`src/rtl/mac_pe_os.sv`:
```
// mac_pe_os: output-stationary systolic MAC PE with operand forwarding and a valid/ready result drain chain.
module mac_pe_os #(
  parameter int DATA_W   = 8,
  parameter int ACC_W    = 32,
  parameter int OUT_W    = 16,
  parameter bit SIGNED   = 1,
  parameter bit SATURATE = 1
) (
  input  logic              clk,
  input  logic              reset,
  input  logic [DATA_W-1:0] in_a,
  input  logic              in_a_vld,
  input  logic              in_a_last,
  input  logic [DATA_W-1:0] in_b,
  input  logic              in_b_vld,
  output logic [DATA_W-1:0] out_a,
  output logic              out_a_vld,
  output logic              out_a_last,
  output logic [DATA_W-1:0] out_b,
  output logic              out_b_vld,
  input  logic [OUT_W-1:0]  res_in,
  input  logic              res_in_vld,
  output logic              res_in_rdy,
  output logic [OUT_W-1:0]  res_out,
  output logic              res_out_vld,
  input  logic              res_out_rdy,
  output logic              err_skew,
  output logic              err_ovf
);
  typedef enum logic {IDLE, ACCUM} state_t;
  state_t r_state, w_state_nxt;
  logic [DATA_W-1:0] r_a, r_b;
  logic r_a_vld, r_a_last, r_b_vld;
  logic [ACC_W-1:0] r_acc;
  logic [OUT_W-1:0] r_pend, r_out;
  logic r_pend_vld, r_out_vld, r_err_skew, r_err_ovf;
  logic w_fire, w_last, w_emit, w_load, w_keep, w_ext, w_hi_ok;
  logic signed [DATA_W:0] w_a, w_b;
  logic signed [2*DATA_W+1:0] w_pf;
  logic [ACC_W-1:0] w_prod, w_sum;
  logic [ACC_W-OUT_W+1:0] w_hi;
  logic [OUT_W-1:0] w_clamp, w_conv;
  assign w_fire = in_a_vld & in_b_vld;
  assign w_last = in_a_last;
  assign w_emit = w_fire & w_last;
  // One extra bit lets the same signed multiply serve both operand modes
  assign w_a = {SIGNED & in_a[DATA_W-1], in_a};
  assign w_b = {SIGNED & in_b[DATA_W-1], in_b};
  assign w_pf = (2*DATA_W+2)'(w_a) * (2*DATA_W+2)'(w_b);
  assign w_prod = ACC_W'(w_pf);
  assign w_sum = (r_state == ACCUM ? r_acc : '0) + w_prod;
  assign w_ext = SIGNED & w_sum[ACC_W-1];
  assign w_hi = {w_ext, w_sum[ACC_W-1:OUT_W-1]};
  assign w_hi_ok = SIGNED ? (&w_hi | ~|w_hi) : ~|(w_hi >> 1);
  assign w_clamp = SIGNED ? {w_ext, {(OUT_W-1){~w_ext}}} : '1;
  assign w_conv = (!SATURATE || w_hi_ok) ? w_sum[OUT_W-1:0] : w_clamp;
  assign w_load = !r_out_vld | res_out_rdy;
  // Pending result that cannot move into the output register this cycle
  assign w_keep = r_pend_vld & !w_load;
  always_comb begin
    w_state_nxt = r_state;
    if (w_fire) w_state_nxt = w_last ? IDLE : ACCUM;
  end
  always_ff @(posedge clk or posedge reset) begin
    if (reset) begin
      r_state    <= IDLE;
      r_a        <= '0;
      r_b        <= '0;
      r_a_vld    <= 1'b0;
      r_a_last   <= 1'b0;
      r_b_vld    <= 1'b0;
      r_acc      <= '0;
      r_pend     <= '0;
      r_pend_vld <= 1'b0;
      r_out      <= '0;
      r_out_vld  <= 1'b0;
      r_err_skew <= 1'b0;
      r_err_ovf  <= 1'b0;
    end else begin
      r_state    <= w_state_nxt;
      r_a        <= in_a;
      r_b        <= in_b;
      r_a_vld    <= in_a_vld;
      r_a_last   <= in_a_last;
      r_b_vld    <= in_b_vld;
      if (w_fire & !w_last) r_acc <= w_sum;
      if (w_emit & !w_keep) r_pend <= w_conv;
      r_pend_vld <= w_emit | w_keep;
      if (w_load) r_out_vld <= r_pend_vld | res_in_vld;
      if (w_load & (r_pend_vld | res_in_vld)) r_out <= r_pend_vld ? r_pend : res_in;
      r_err_skew <= r_err_skew | (in_a_vld ^ in_b_vld);
      r_err_ovf  <= r_err_ovf | (w_emit & w_keep);
    end
  end
  assign out_a       = r_a;
  assign out_a_vld   = r_a_vld;
  assign out_a_last  = r_a_last;
  assign out_b       = r_b;
  assign out_b_vld   = r_b_vld;
  assign res_in_rdy  = !reset & w_load & !r_pend_vld;
  assign res_out     = r_out;
  assign res_out_vld = r_out_vld;
  assign err_skew    = r_err_skew;
  assign err_ovf     = r_err_ovf;
endmodule

```
`config.mk`:
```
export PLATFORM = sky130hd
export DESIGN_NAME = mac_pe_os
export DESIGN_NICKNAME = d
export VERILOG_FILES = /design/src/rtl/mac_pe_os.sv
export SDC_FILE = /design/constraint.sdc
export NUM_CORES = 1
export LEC_CHECK = 0
export ABC_CLOCK_PERIOD_IN_PS = 5500
export BUFFER_PORTS_ARGS = -buffer_cell sky130_fd_sc_hd__buf_2
export CORE_ASPECT_RATIO = 0.8
export CORE_MARGIN = 4
export CORE_UTILIZATION = 46
export DETAILED_ROUTE_END_ITERATION = 6
export GPL_ROUTABILITY_DRIVEN = 0
export RECOVER_POWER = 50
export SETUP_SLACK_MARGIN = 0.02
export SYNTH_ARGS = -nofsm -noshare
export SYNTH_HDL_FRONTEND = slang
export SYNTH_SLANG_ARGS = --single-unit
```
`constraint.sdc`:
```
create_clock -name clk -period 5.5 [get_ports clk]
set_clock_uncertainty 0.1 [all_clocks]
set_input_delay 0.825 -clock clk [delete_from_list [all_inputs] [get_ports clk]]
set_output_delay 0.825 -clock clk [all_outputs]
set_load 0.01 [all_outputs]
```
---- Yosys cells after proc, flatten, opt, wreduce, memory -nomap -nowiden ----
Cells that the tools add are included.
cells by class
  add/sub/neg operators ................... 1
  $mul .................................... 1
  muxes and demuxes ....................... 4
  bitwise operators ....................... 17
  reduce and logical (&&, ||, !) cells .... 9
operator list
  kind                        number
  adder 32 bit                1
  two-way mux 16 bit          2
  two-way mux 32 bit          1
  AND reduction 17 bit        1
  OR reduction 17 bit         1
  multiplier 8 x 8 -> 16 bit  1
  AND 1 bit                   9
  logical NOT 1 bit           7
  OR 1 bit                    6
  two-way mux 1 bit           1
  inverter 1 bit              1
  XOR 1 bit                   1
storage, ports and cells
  register bits after elaboration ......... 88
  input bits .............................. 39
  output and inout bits ................... 39
  word-level logic and storage cells ...... 45

---- Logic depth before layout (Yosys ltp) ----
  depth after elaboration ................. 6
  mapped depth ............................ 32
  gate-level depth less buffers ........... 31

---- Worst setup path after synthesis ----
No wires, ideal clock.
  kind .................................... input to register
  from .................................... input in_b[3]
  to ...................................... register r_pend[0]
  setup time .............................. 0.139 ns
  data arrival time ....................... 7.949 ns
  data required time ...................... 5.261 ns
  slack ................................... -2.688 ns
  cell stages on the path ................. 31
  buffers on the path ..................... 3
  cells stage by stage .................... and2_1 > fa_1 > inv_1 > fa_1 > inv_1 > fa_1 > inv_1 > fa_1 > inv_1 > ha_1 > nand2_1 > a221oi_2 > a2111oi_4 > o21a_2 > nor2_8 > inv_4 > buf_12 > ha_1 > clkbuf_1 > a21oi_1 > o21bai_1 > a21o_1 > a311o_1 > a31o_2 > nand3b_1 > and4_1 > nor3_1 > nand4b_1 > o41ai_4 > buf_6 > o311ai_2
between the ends
  word-level cells in the longest chain between the ends .. 6
  elaborated cells on any way between the ends .. 8
  those cells by class .................... add/sub (1); mul (1); mux (1); bitwise (2); reduce/logical (3)
ends and longest elaborated chain
  what                          RTL line  source
  from (decl)                   14        input logic [DATA_W-1:0] in_b,
  multiplier 8 x 8 -> 16 bit *  49        assign w_pf = (2*DATA_W+2)'(w_a) * (2*DATA_W+2)'(w_b);
  adder 32 bit *                51        assign w_sum = (r_state == ACCUM ? r_acc : '0) + w_prod;
  OR reduction 17 bit           54        assign w_hi_ok = SIGNED ? (&w_hi | ~|w_hi) : ~|(w_hi >> 1);
  logical NOT 1 bit             54
  OR 1 bit                      54
  two-way mux 16 bit *          56        assign w_conv = (!SATURATE || w_hi_ok) ? w_sum[OUT_W-1:0] : w_clamp;
  to (signal assigned)          87        if (w_emit & !w_keep) r_pend <= w_conv;
  to (decl)                     35        logic [OUT_W-1:0] r_pend, r_out;
Mark *: on every way between the ends. The rest lies on a longest branch, timed or not.
A chain may end at the register's enable or synchronous reset.

---- Worst setup path after layout ----
  from .................................... input in_a[5]
  to ...................................... register r_pend[14]
between the ends
  word-level cells in the longest chain between the ends .. 6
  elaborated cells on any way between the ends .. 8
  those cells by class .................... add/sub (1); mul (1); mux (1); bitwise (2); reduce/logical (3)
ends and longest elaborated chain
  what                          RTL line  source
  from (decl)                   11        input logic [DATA_W-1:0] in_a,
  multiplier 8 x 8 -> 16 bit *  49
  adder 32 bit *                51
  OR reduction 17 bit           54
  logical NOT 1 bit             54
  OR 1 bit                      54
  two-way mux 16 bit *          56
Marks and branches as above.

==> results.cfg <==
[outcome]
outcome = complete, but fails checks
failed_checks = setup timing

[clock_tree]
htree_levels = 3
numCtsBuffers = 9
cts_tree = done
insertion_delay_ns = 0.36
clockBufferDepth = 2
cts_sinks = 88
clk_pin_slew_ns = 0.07
root_buffer = clkbuf_16
holdBufCountCts = 0

[timing]
fin_ws_ns = -1.88
max-slew-margin-rel_pct = 23.2
worst_hold_slack_ns = 0.358
fin_crit_sh_pct = 134
tightest_slew_ns = 1.15
setup_violations = 38
fmaxAchievable_mhz = 136
hold_viol = 0
min_period_ns = 7.38
rsz0062_at_grt = true
report.final.slew_viol_count = 0

[worst_setup_path]
reg2reg_slack_ns = 0.98
crit_path_max_fanout = 9
setup.worst_path.class = in2reg
r2r_cells = 18
r2r_start = r_state
critPathLaunchType = input pin
r2r_end = r_pend[14]
slowest_delay_ns = 0.51
worstPathRequired_ns = 5.62
cp_common_cell = fa_1
critical_path.endpoint_type = flop
crit_slowest_cell = fa_1
crit_arrival_ns = 7.50

[synthesis]
synth_top_cell_by_area = dfrtp_1
async_flop_share_pct = 100
synth_cell_types = 77
ys_seq_elements = 88
synth.top_cells.by_area = dfrtp_1 27%, fa_1 14%, ha_1 8.3%
synthFlopType = dfrtp_1
synth-edff-count = 0
syn_avg_cell_area_um2 = 9.28
seq_area_frac_synth_pct = 26.6
synth_top_area_share_pct = 26.6
netlist_instances = 893
synth_fp_nets = 1043
synth_warnings = 0
syn_area_mm2 = 0.00829

[final_layout]
nFillCells = 1362
drive_gt1_share_pct = 42.0
finalNetCount = 1292
utilization_pct = 68.4
most-common-layout-cells = 167 x buf_4, 88 x inv_1, 88 x dfrtp_1
area_growth_pct = 44.3
antenna_cells = 0
final_common_cell = buf_4
fin_area_mm2 = 0.0120

[grt]
grt_pass1_wl_mm = 36.2
grt_max_degree = 55
gr-usage-all-layers_pct = 22.0
antenna_found_initial = 0
grt_pass1_vias = 7296
overflow = 0

[worst_hold_path]
holdCritPathClass = reg2reg
hold_path_startpoint = err_skew
min_to = err_skew
worstHoldPathCells = 1

[route]
drc = 0
routed_via_density = 5.29
vias = 7264
drt_pass1_iterations = 5
ant_nets = 0
totalWireLength_mm = 22.2
drtIter0Drc = 432
wire_per_inst_um = 16.2

[die]
io_pins = 78
core-area_mm2 = 0.0175
dieWidth_um = 158
start_util_pct = 47.4
rows = 43
die_area_mm2 = 0.0202
die_height_um = 128

[place]
dp_hpwl_mm = 15.5
port_buffers = 77
dpl_cell_area_mm2 = 0.0102

[run]
cap_viol_max_count = 0
layout make-up:
cell class / instances / area, µm² / area share (%)
multi-input cells: 659 / 6570 / 54.9
flip-flops and latches: 88 / 2200 / 18.4
inverters: 111 / 424 / 3.55
clock inverters: 7 / 72.6 / 0.607
well taps: 225 / 282 / 2.35
repair buffers: 273 / 2190 / 18.3
clock buffers: 9 / 225 / 1.88
cell usage after synthesis, types with 4 or more instances:
cell,number
a21o_1,16
nand2_1,82
nand3_1,11
a211oi_1,5
o21a_1,10
xor2_1,15
clkbuf_1,29
o311ai_2,10
a21oi_1,50
o21ai_0,42
ha_1,55
mux2i_1,18
dfrtp_1,88
nor2_1,34
nand2b_1,7
a211o_1,4
fa_1,56
nor3_1,20
xnor2_1,31
and2_1,73
o21bai_1,10
o211ai_1,5
nor2b_1,12
inv_1,110
and3_1,6
o311ai_1,6
a22oi_1,16
per-stage QoR:
| step | TNS, ns | cells | setup WS, ns |
|---|---|---|---|
| floorplan | -48.25 | 893 | -2.11 |
| global placement | -65.38 | 1308 | -2.37 |
| detailed placement | -66.25 | 1308 | -2.41 |
| CTS | -43.73 | 1349 | -1.78 |
| global route | -55.66 | 1372 | -2.11 |
| finish | -47.33 | 1372 | -1.88 |
metal layers:
metal	vias to the layer above	track usage [%]	share of wire, %
li1	3543	-	-
met1	3585	31.7	47
met2	118	35.6	48
met3	18	2.73	3.2
met4	0	5.42	1.4
met5	-	0	0
how the worst max path moves through the flow:
| stage | from | to | slack [ns] | cells past startpoint |
|---|---|---|---|---|
| floorplan | in_b[4] | r_pend[8] | -2.11 | 29 |
| global placement | in_a[4] | r_pend[2] | -2.37 | 34 |
| detailed placement | in_a[4] | r_pend[1] | -2.41 | 34 |
| CTS | in_b[4] | r_pend[12] | -1.78 | 34 |
| global route | in_b[2] | r_pend[14] | -2.11 | 33 |
| finish | in_a[5] | r_pend[14] | -1.88 | 31 |
flip-flops by register name, indices dropped and copies added (netlist names):
| register | count |
|---|---|
| res_out | 16 |
| r_state | 1 |
| out_a_vld | 1 |
| r_pend_vld | 1 |
| r_acc | 32 |
| res_out_vld | 1 |
| err_ovf | 1 |
| r_pend | 16 |
| out_b | 8 |
| err_skew | 1 |
| out_b_vld | 1 |
| out_a | 8 |
| out_a_last | 1 |
worst max-delay path, delay by kind of cell:
kind / cells / cell delay (ns)
buffers and inverters: 10 / 1.18
adder cells (fa/ha/maj): 6 / 2.58
AND/OR/NAND/NOR: 6 / 1.03
AO/OA/AOI/OAI: 9 / 1.89
kinds of logic after synthesis:
family | count (synthesis) | synth area share [%]
simple gates | 265 | 16.6
compound gates | 212 | 19.4
buf+inv | 146 | 7.07
fa+ha+maj | 111 | 21.8
flops | 88 | 26.6
xor+xnor | 50 | 5.93
mux | 21 | 2.58
what timing repair did:
action,4_1_cts,5_1_grt
gates resized for setup,124,102
setup endpoints to repair,37,39
cloned,2,1
pin swaps,43,73
buffers inserted,27,24
Power is not shown: default switching activity piles up to over one toggle a cycle in this logic, so the estimate is an artifact.
